<file path="config.mk">
export PLATFORM = sky130hd
export DESIGN_NAME = draw_tilemap
export DESIGN_NICKNAME = d
export VERILOG_FILES = /design/src/rtl/draw_tilemap.sv
export SDC_FILE = /design/constraint.sdc
export NUM_CORES = 1
export LEC_CHECK = 0
export ABC_AREA = 0
export BUFFER_PORTS_ARGS = -buffer_cell sky130_fd_sc_hd__buf_2
export CORE_UTILIZATION = 40
export DETAILED_ROUTE_END_ITERATION = 7
export GPL_TIMING_DRIVEN = 0
export PLACE_DENSITY = 0.64
export REMOVE_ABC_BUFFERS = 1
export SLEW_MARGIN = 10
export SYNTH_ARGS = -nofsm -noshare
export SYNTH_HDL_FRONTEND = slang
export SYNTH_SLANG_ARGS = --single-unit
</file>
<file path="constraint.sdc">
create_clock -name Clock -period 5 [get_ports Clock]
set_clock_uncertainty 0.05 [all_clocks]
set_input_delay 0.75 -clock Clock [delete_from_list [all_inputs] [get_ports Clock]]
set_output_delay 0.75 -clock Clock [all_outputs]
set_load 0.005 [all_outputs]
</file>
<file path="src/rtl/draw_tilemap.sv">
// Background tile-map renderer: walks the screen one 8x8 tile at a time, fetches each
// tile index from a synchronous map RAM and hands it to the downstream tile drawer.
// The map wraps horizontally; the scroll column is captured once per frame at Start.
module draw_tilemap #(
  parameter int unsigned COLS       = 20,
  parameter int unsigned ROWS       = 15,
  parameter int unsigned MAP_W_LOG2 = 6
) (
  input  logic                  Clock,
  input  logic                  Resetn,
  input  logic                  Start,
  input  logic [MAP_W_LOG2-1:0] ScrollCol,
  output logic [MAP_W_LOG2+3:0] MapAddr,
  input  logic [3:0]            MapData,
  output logic [7:0]            TileX,
  output logic [6:0]            TileY,
  output logic [3:0]            TileSel,
  output logic                  TileEnable,
  input  logic                  TileDone,
  output logic                  Busy,
  output logic                  FrameDone
);

  localparam logic [4:0] LastCol = 5'(COLS - 1);
  localparam logic [3:0] LastRow = 4'(ROWS - 1);

  typedef enum logic [2:0] {
    StIdle,
    StFetch,
    StLatch,
    StIssue,
    StWaitAck,
    StWaitDone,
    StNext,
    StFinish
  } state_e;

  state_e                state_q, state_d;
  logic [4:0]            col_q, col_d;
  logic [3:0]            row_q, row_d;
  logic [MAP_W_LOG2-1:0] scroll_q, scroll_d;
  logic [7:0]            tile_x_q, tile_x_d;
  logic [6:0]            tile_y_q, tile_y_d;
  logic [3:0]            tile_sel_q, tile_sel_d;
  logic [MAP_W_LOG2-1:0] map_col;

  // State and datapath registers, synchronous active-low reset aborts any frame.
  always_ff @(posedge Clock) begin
    if (!Resetn) begin
      state_q    <= StIdle;
      col_q      <= '0;
      row_q      <= '0;
      scroll_q   <= '0;
      tile_x_q   <= '0;
      tile_y_q   <= '0;
      tile_sel_q <= '0;
    end else begin
      state_q    <= state_d;
      col_q      <= col_d;
      row_q      <= row_d;
      scroll_q   <= scroll_d;
      tile_x_q   <= tile_x_d;
      tile_y_q   <= tile_y_d;
      tile_sel_q <= tile_sel_d;
    end
  end

  // Next-state logic: fetch, latch, issue, then handshake with the drawer per tile.
  always_comb begin
    state_d    = state_q;
    col_d      = col_q;
    row_d      = row_q;
    scroll_d   = scroll_q;
    tile_x_d   = tile_x_q;
    tile_y_d   = tile_y_q;
    tile_sel_d = tile_sel_q;
    case (state_q)
      StIdle: begin
        if (Start) begin
          scroll_d = ScrollCol;
          col_d    = '0;
          row_d    = '0;
          state_d  = StFetch;
        end
      end
      StFetch: state_d = StLatch;
      StLatch: begin
        // Drawer offsets from these combinationally, so they only change here.
        tile_sel_d = MapData;
        tile_x_d   = {col_q, 3'b000};
        tile_y_d   = {row_q, 3'b000};
        state_d    = StIssue;
      end
      StIssue: state_d = StWaitAck;
      StWaitAck: begin
        if (!TileDone) state_d = StWaitDone;
      end
      StWaitDone: begin
        if (TileDone) state_d = StNext;
      end
      StNext: begin
        if (col_q == LastCol) begin
          if (row_q == LastRow) begin
            state_d = StFinish;
          end else begin
            col_d   = '0;
            row_d   = row_q + 4'd1;
            state_d = StFetch;
          end
        end else begin
          col_d   = col_q + 5'd1;
          state_d = StFetch;
        end
      end
      StFinish: state_d = StIdle;
      default:  state_d = StIdle;
    endcase
  end

  // Map column wraps by truncation to the map width.
  always_comb begin
    map_col = MAP_W_LOG2'(col_q) + scroll_q;
    MapAddr = {row_q, map_col};
  end

  // Moore outputs decoded from the current state.
  always_comb begin
    TileEnable = (state_q == StIssue);
    Busy       = (state_q != StIdle);
    FrameDone  = (state_q == StFinish);
    TileX      = tile_x_q;
    TileY      = tile_y_q;
    TileSel    = tile_sel_q;
  end

endmodule

</file>
**Yosys cells after proc, flatten, opt, wreduce, memory -nomap -nowiden**

Index checks and enable logic that the tools add are counted.

- Flip-flop bits (word level): 31
- Output and inout port bits: 32

- Add/subtract/negate cells: 3
- Equal/unequal tests: 15
- Mux-type cells: 14
- Reduce and logical (&&, ||, !) cells: 7

Operators by type and width:

| kind | number |
|---|---|
| one-hot mux 3 bit (8 select lines) | 1 |
| 2-to-1 mux 3 bit | 5 |
| 2-to-1 mux 5 bit | 3 |
| equality test 3 bit (second input constant) | 4 |
| 2-to-1 mux 4 bit | 3 |
| inequality test 2 bit (second input constant) | 5 |
| one-hot mux 5 bit (2 select lines) | 1 |
| one-hot mux 4 bit (2 select lines) | 1 |
| adder 5 x 6 -> 6 bit | 1 |
| equality test 3 x 2 -> 1 bit (second input constant) | 2 |
| AND reduction 3 bit | 2 |
| adder 5 x 1 -> 5 bit (second input constant) | 1 |
| equality test 5 bit (second input constant) | 1 |
| adder 4 x 1 -> 4 bit (second input constant) | 1 |
| equality test 4 bit (second input constant) | 1 |
| AND reduction 4 bit | 1 |
| equality test 3 x 1 -> 1 bit (second input constant) | 1 |
| zero test 3 bit | 1 |
| inequality test 3 bit (second input constant) | 1 |
| nonzero test 3 bit | 1 |
| AND reduction 2 bit | 1 |
| nonzero test 2 bit | 1 |

**Longest topological paths before layout**

- Word-level depth: 4
- Mapped depth: 7
- Depth with buffers taken out: 7

**Worst setup path after synthesis**

Ideal clock, no wire load.

- Path type: flip-flop to output port
- Start point: register col_q[0]
- End point: output port MapAddr[4]
- Data arrival time: 1.403 ns
- Required time: 4.200 ns
- Path slack: 2.797 ns
- Cell stages (with the launch flop): 8
- Path through: dfxtp_1 -> ha_1 -> inv_1 -> fa_1 -> nor2b_1 -> o21ai_0 -> nand2_1 -> xor2_1

- Cells in the longest elaborated chain, start to end: 1

Ends and longest elaborated chain:

| item | RTL line | RTL |
|---|---|---|
| start, declared | 39 | `logic [4:0] col_q, col_d;` |
| start signal, assigned | 59 | `col_q <= col_d;` |
| adder 5 x 6 -> 6 bit | 122 | `map_col = MAP_W_LOG2'(col_q) + scroll_q;` |
| end, declared | 13 | `output logic [MAP_W_LOG2+3:0] MapAddr,` |

No other way between the ends.

**Worst setup path in the final report**

Ends and elaborated chain as after synthesis.

==> reports/metrics.yaml <==
worstHoldStart: "TileX[4]"
p_per_area_nw_per_um2: 320
antenna_found_initial: 0
ant_nets: 0
cts_tree: "built"
p_clk_share_pct: 42.0
placement_rows: 22
syn2layout_area_growth_pct: 18.7
wl_met2_um: 1320
relSlewSlack_pct: 47.7
worstPathCellList: "ha_1 -> inv_1 -> fa_1 -> nor2b_1 -> o21ai_0 -> nand2_1 -> xor2_1 -> buf_2"
p_int_uw: 451
dpl_worst_slack_ns: 2.47
crit_slowest_cell: "dfxtp_1"
cellLeakagePower_uw: 0.000846
wirelength_um: 3100
yosysSeqAreaShare_pct: 39.1
synth_top_area_share_pct: 39.1
power.switching_uw: 151
endpoint_kind: "output pin"
drtIter0Drc: 51
wl_met1_um: 1530
h-tree-depth: 2
synthesis.area_um2: 1590
syn_avg_cell_area_um2: 8.18
ys_top_cells_by_area: "dfxtp_1 39%, nand2_1 11%, a21oi_1 7.9%"
p_sw_share_pct: 25.0
drt-vias-per-instance: 4.84
grt_pass1_wl_um: 5240
dp_hpwl_um: 2160
numCtsBuffers: 5
holdPathStages: 2
critPathMaxFanout: 6
cts_root_buffer: "clkbuf_8"
io_buffers: 39
io_pins: 46
clock_latency_ns: 0.29
layout-drive-gt1-share_pct: 22.2
wl_met3_um: 179
grt_start_max_net_pins: 24
drv_slew: 0
tightest_slew_ns: 0.781
clk_pin_slew_ns: 0.06
cts_hold_buffers: 0
gr-total-overflow: 0
die_area_um2: 4220
required_ns: 4.20
holdPathEnd: "TileX[4]"
grt_pass1_vias: 1177
synth.largest_area_cell: "dfxtp_1"
yosysWarnings: 0
post_cts_resized: 0
hp-class: "reg -> reg"
start_util_pct: 42.4
combPwrFrac_pct: 12.8
highest_layer: "met4"
die_h_um: 65.0
setup_viol: 0
status: "complete, no violations"
p_seq_share_pct: 45.2
crit_arrival_ns: 1.95
worstSetupPathType: "reg -> out"
die_x_um: 65.0
vdd_drop_max_mv: 0.172
vias: 1345
hold_viol: 0
clock-sinks: 31
post_cts_buffers: 0
gp_congestion: 0.776
synth_edf_count: 0
final_nets: 252
cap_violations: 0
synthDistinctLibCells: 41
coreArea_um2: 3740
tns_ns: 0
synth_commonest_cells: "48 x nand2_1, 31 x dfxtp_1, 25 x a21oi_1"
r2r_cells: 4
period_share_pct: 55.1
n_antenna_cell: 0
worstSetupStartpointType: "register"
drc_errors: 0
syn-instance-count: 194
rsz0062_at_grt: "no"
yosys_most_used_dff: "dfxtp_1"
period_needed_ns: 2.75
critPathMaxStageDelay_ns: 0.44
grt_use_total_pct: 16.8
r2r-start: "state_q[1]"
async_reset_ff_share_pct: 0
setup_slack_ns: 2.25
ctsLongestPathBuffers: 2
firstDrtPassIters: 4
fmax_mhz: 363
reg2reg_to: "col_q[4]"
synth_seq_cells: 31
yosysMostFrequentCell: "nand2_1"
routedWlPerCell_um: 11.2
reg2reg_slack_ns: 3.20
sequential cells by signal, indices dropped and copies added (netlist names):
signal / count
row_q: 4
col_q: 5
TileY: 4
state_q: 3
TileSel: 4
TileX: 5
scroll_q: 6
metrics by stage:
| step | power (uW) | hold slack (ns) | util, % | instance area [um2] | instances |
|---|---|---|---|---|---|
| final | 602 | 0.402 | 50.3 | 1880 | 278 |
| after global routing | 633 | 0.423 | 50.3 | 1880 | 278 |
| after CTS | 608 | 0.405 | 50.1 | 1870 | 278 |
| after detailed placement | 353 | 0.396 | 46.9 | 1760 | 270 |
| after global placement | 352 | 0.390 | 46.9 | 1760 | 270 |
| after floorplan | 323 | 0.390 | - | 1500 | 183 |
power groups by stage:
stage	Sequential, uW	Clock [uW]	Combinational, uW
after CTS	271	260	77.2
after floorplan	274	0	49.2
after global placement	276	0	76.2
final	272	253	77.1
after global routing	274	271	88.6
after detailed placement	277	0	76.6
worst max path at each step:
| stage | startpoint | endpoint | depth (start not counted) |
|---|---|---|---|
| floorplan | col_q[0] | MapAddr[4] | 7 |
| global placement | Start | col_q[4] | 5 |
| detailed placement | Start | col_q[4] | 5 |
| CTS | col_q[0] | MapAddr[4] | 8 |
| global route | col_q[0] | MapAddr[4] | 8 |
| finish | col_q[0] | MapAddr[4] | 8 |
kinds of logic (layout without fill, tap and decap cells):
logic type	after synthesis	count (layout)	share of synthesized area [%]
adders and majority gates	9	9	7.57
DFF	31	31	39.1
and+or+nand+nor	80	80	24.1
other	1	6	0.236
muxes	2	2	1.34
AOI/OAI and AO/OA	39	39	14.8
buffers and inverters	24	55	8.44
xor gates and xnor gates	8	8	4.42
metal layers:
| metal | GRT usage, % | vias up |
|---|---|---|
| met2 | 24.7 | 34 |
| met4 | 8.33 | 0 |
| li1 | - | 713 |
| met3 | 6.34 | 5 |
| met5 | 0 | - |
| met1 | 21.1 | 593 |
final cells by class:
class / count / area [um2]
Fill cell: 401 / 1860
Multi-Input combinational cell: 144 / 860
Sequential cell: 31 / 621
Timing Repair Buffer: 39 / 195
Clock buffer: 6 / 82.6
Tap cell: 48 / 60.1
Clock inverter: 2 / 35.0
Inverter: 8 / 30.0
layout by cell type (no fill, tap or decap), types with 2 or more instances in the layout:
cell type / instances
a21oi_1: 25
buf_2: 39
clkbuf_8: 6
conb_1: 6
dfxtp_1: 31
ha_1: 8
inv_1: 8
nand2_1: 48
nand3_1: 4
nor2_1: 12
nor2b_1: 2
nor3_1: 2
o2111ai_1: 3
o211ai_1: 2
or3_1: 2
xnor2_1: 3
xor2_1: 5
critical path: cells and delay by family, from the launching register on:
kind | cells | cell delay (ns)
adder cells (fa/ha/maj) | 2 | 0.61
flip-flops | 1 | 0.44
AND/OR/NAND/NOR | 2 | 0.21
buffers and inverters | 2 | 0.18
XOR/XNOR | 1 | 0.14
AO/OA/AOI/OAI | 1 | 0.09
Power figures use the tool's default switching activity.
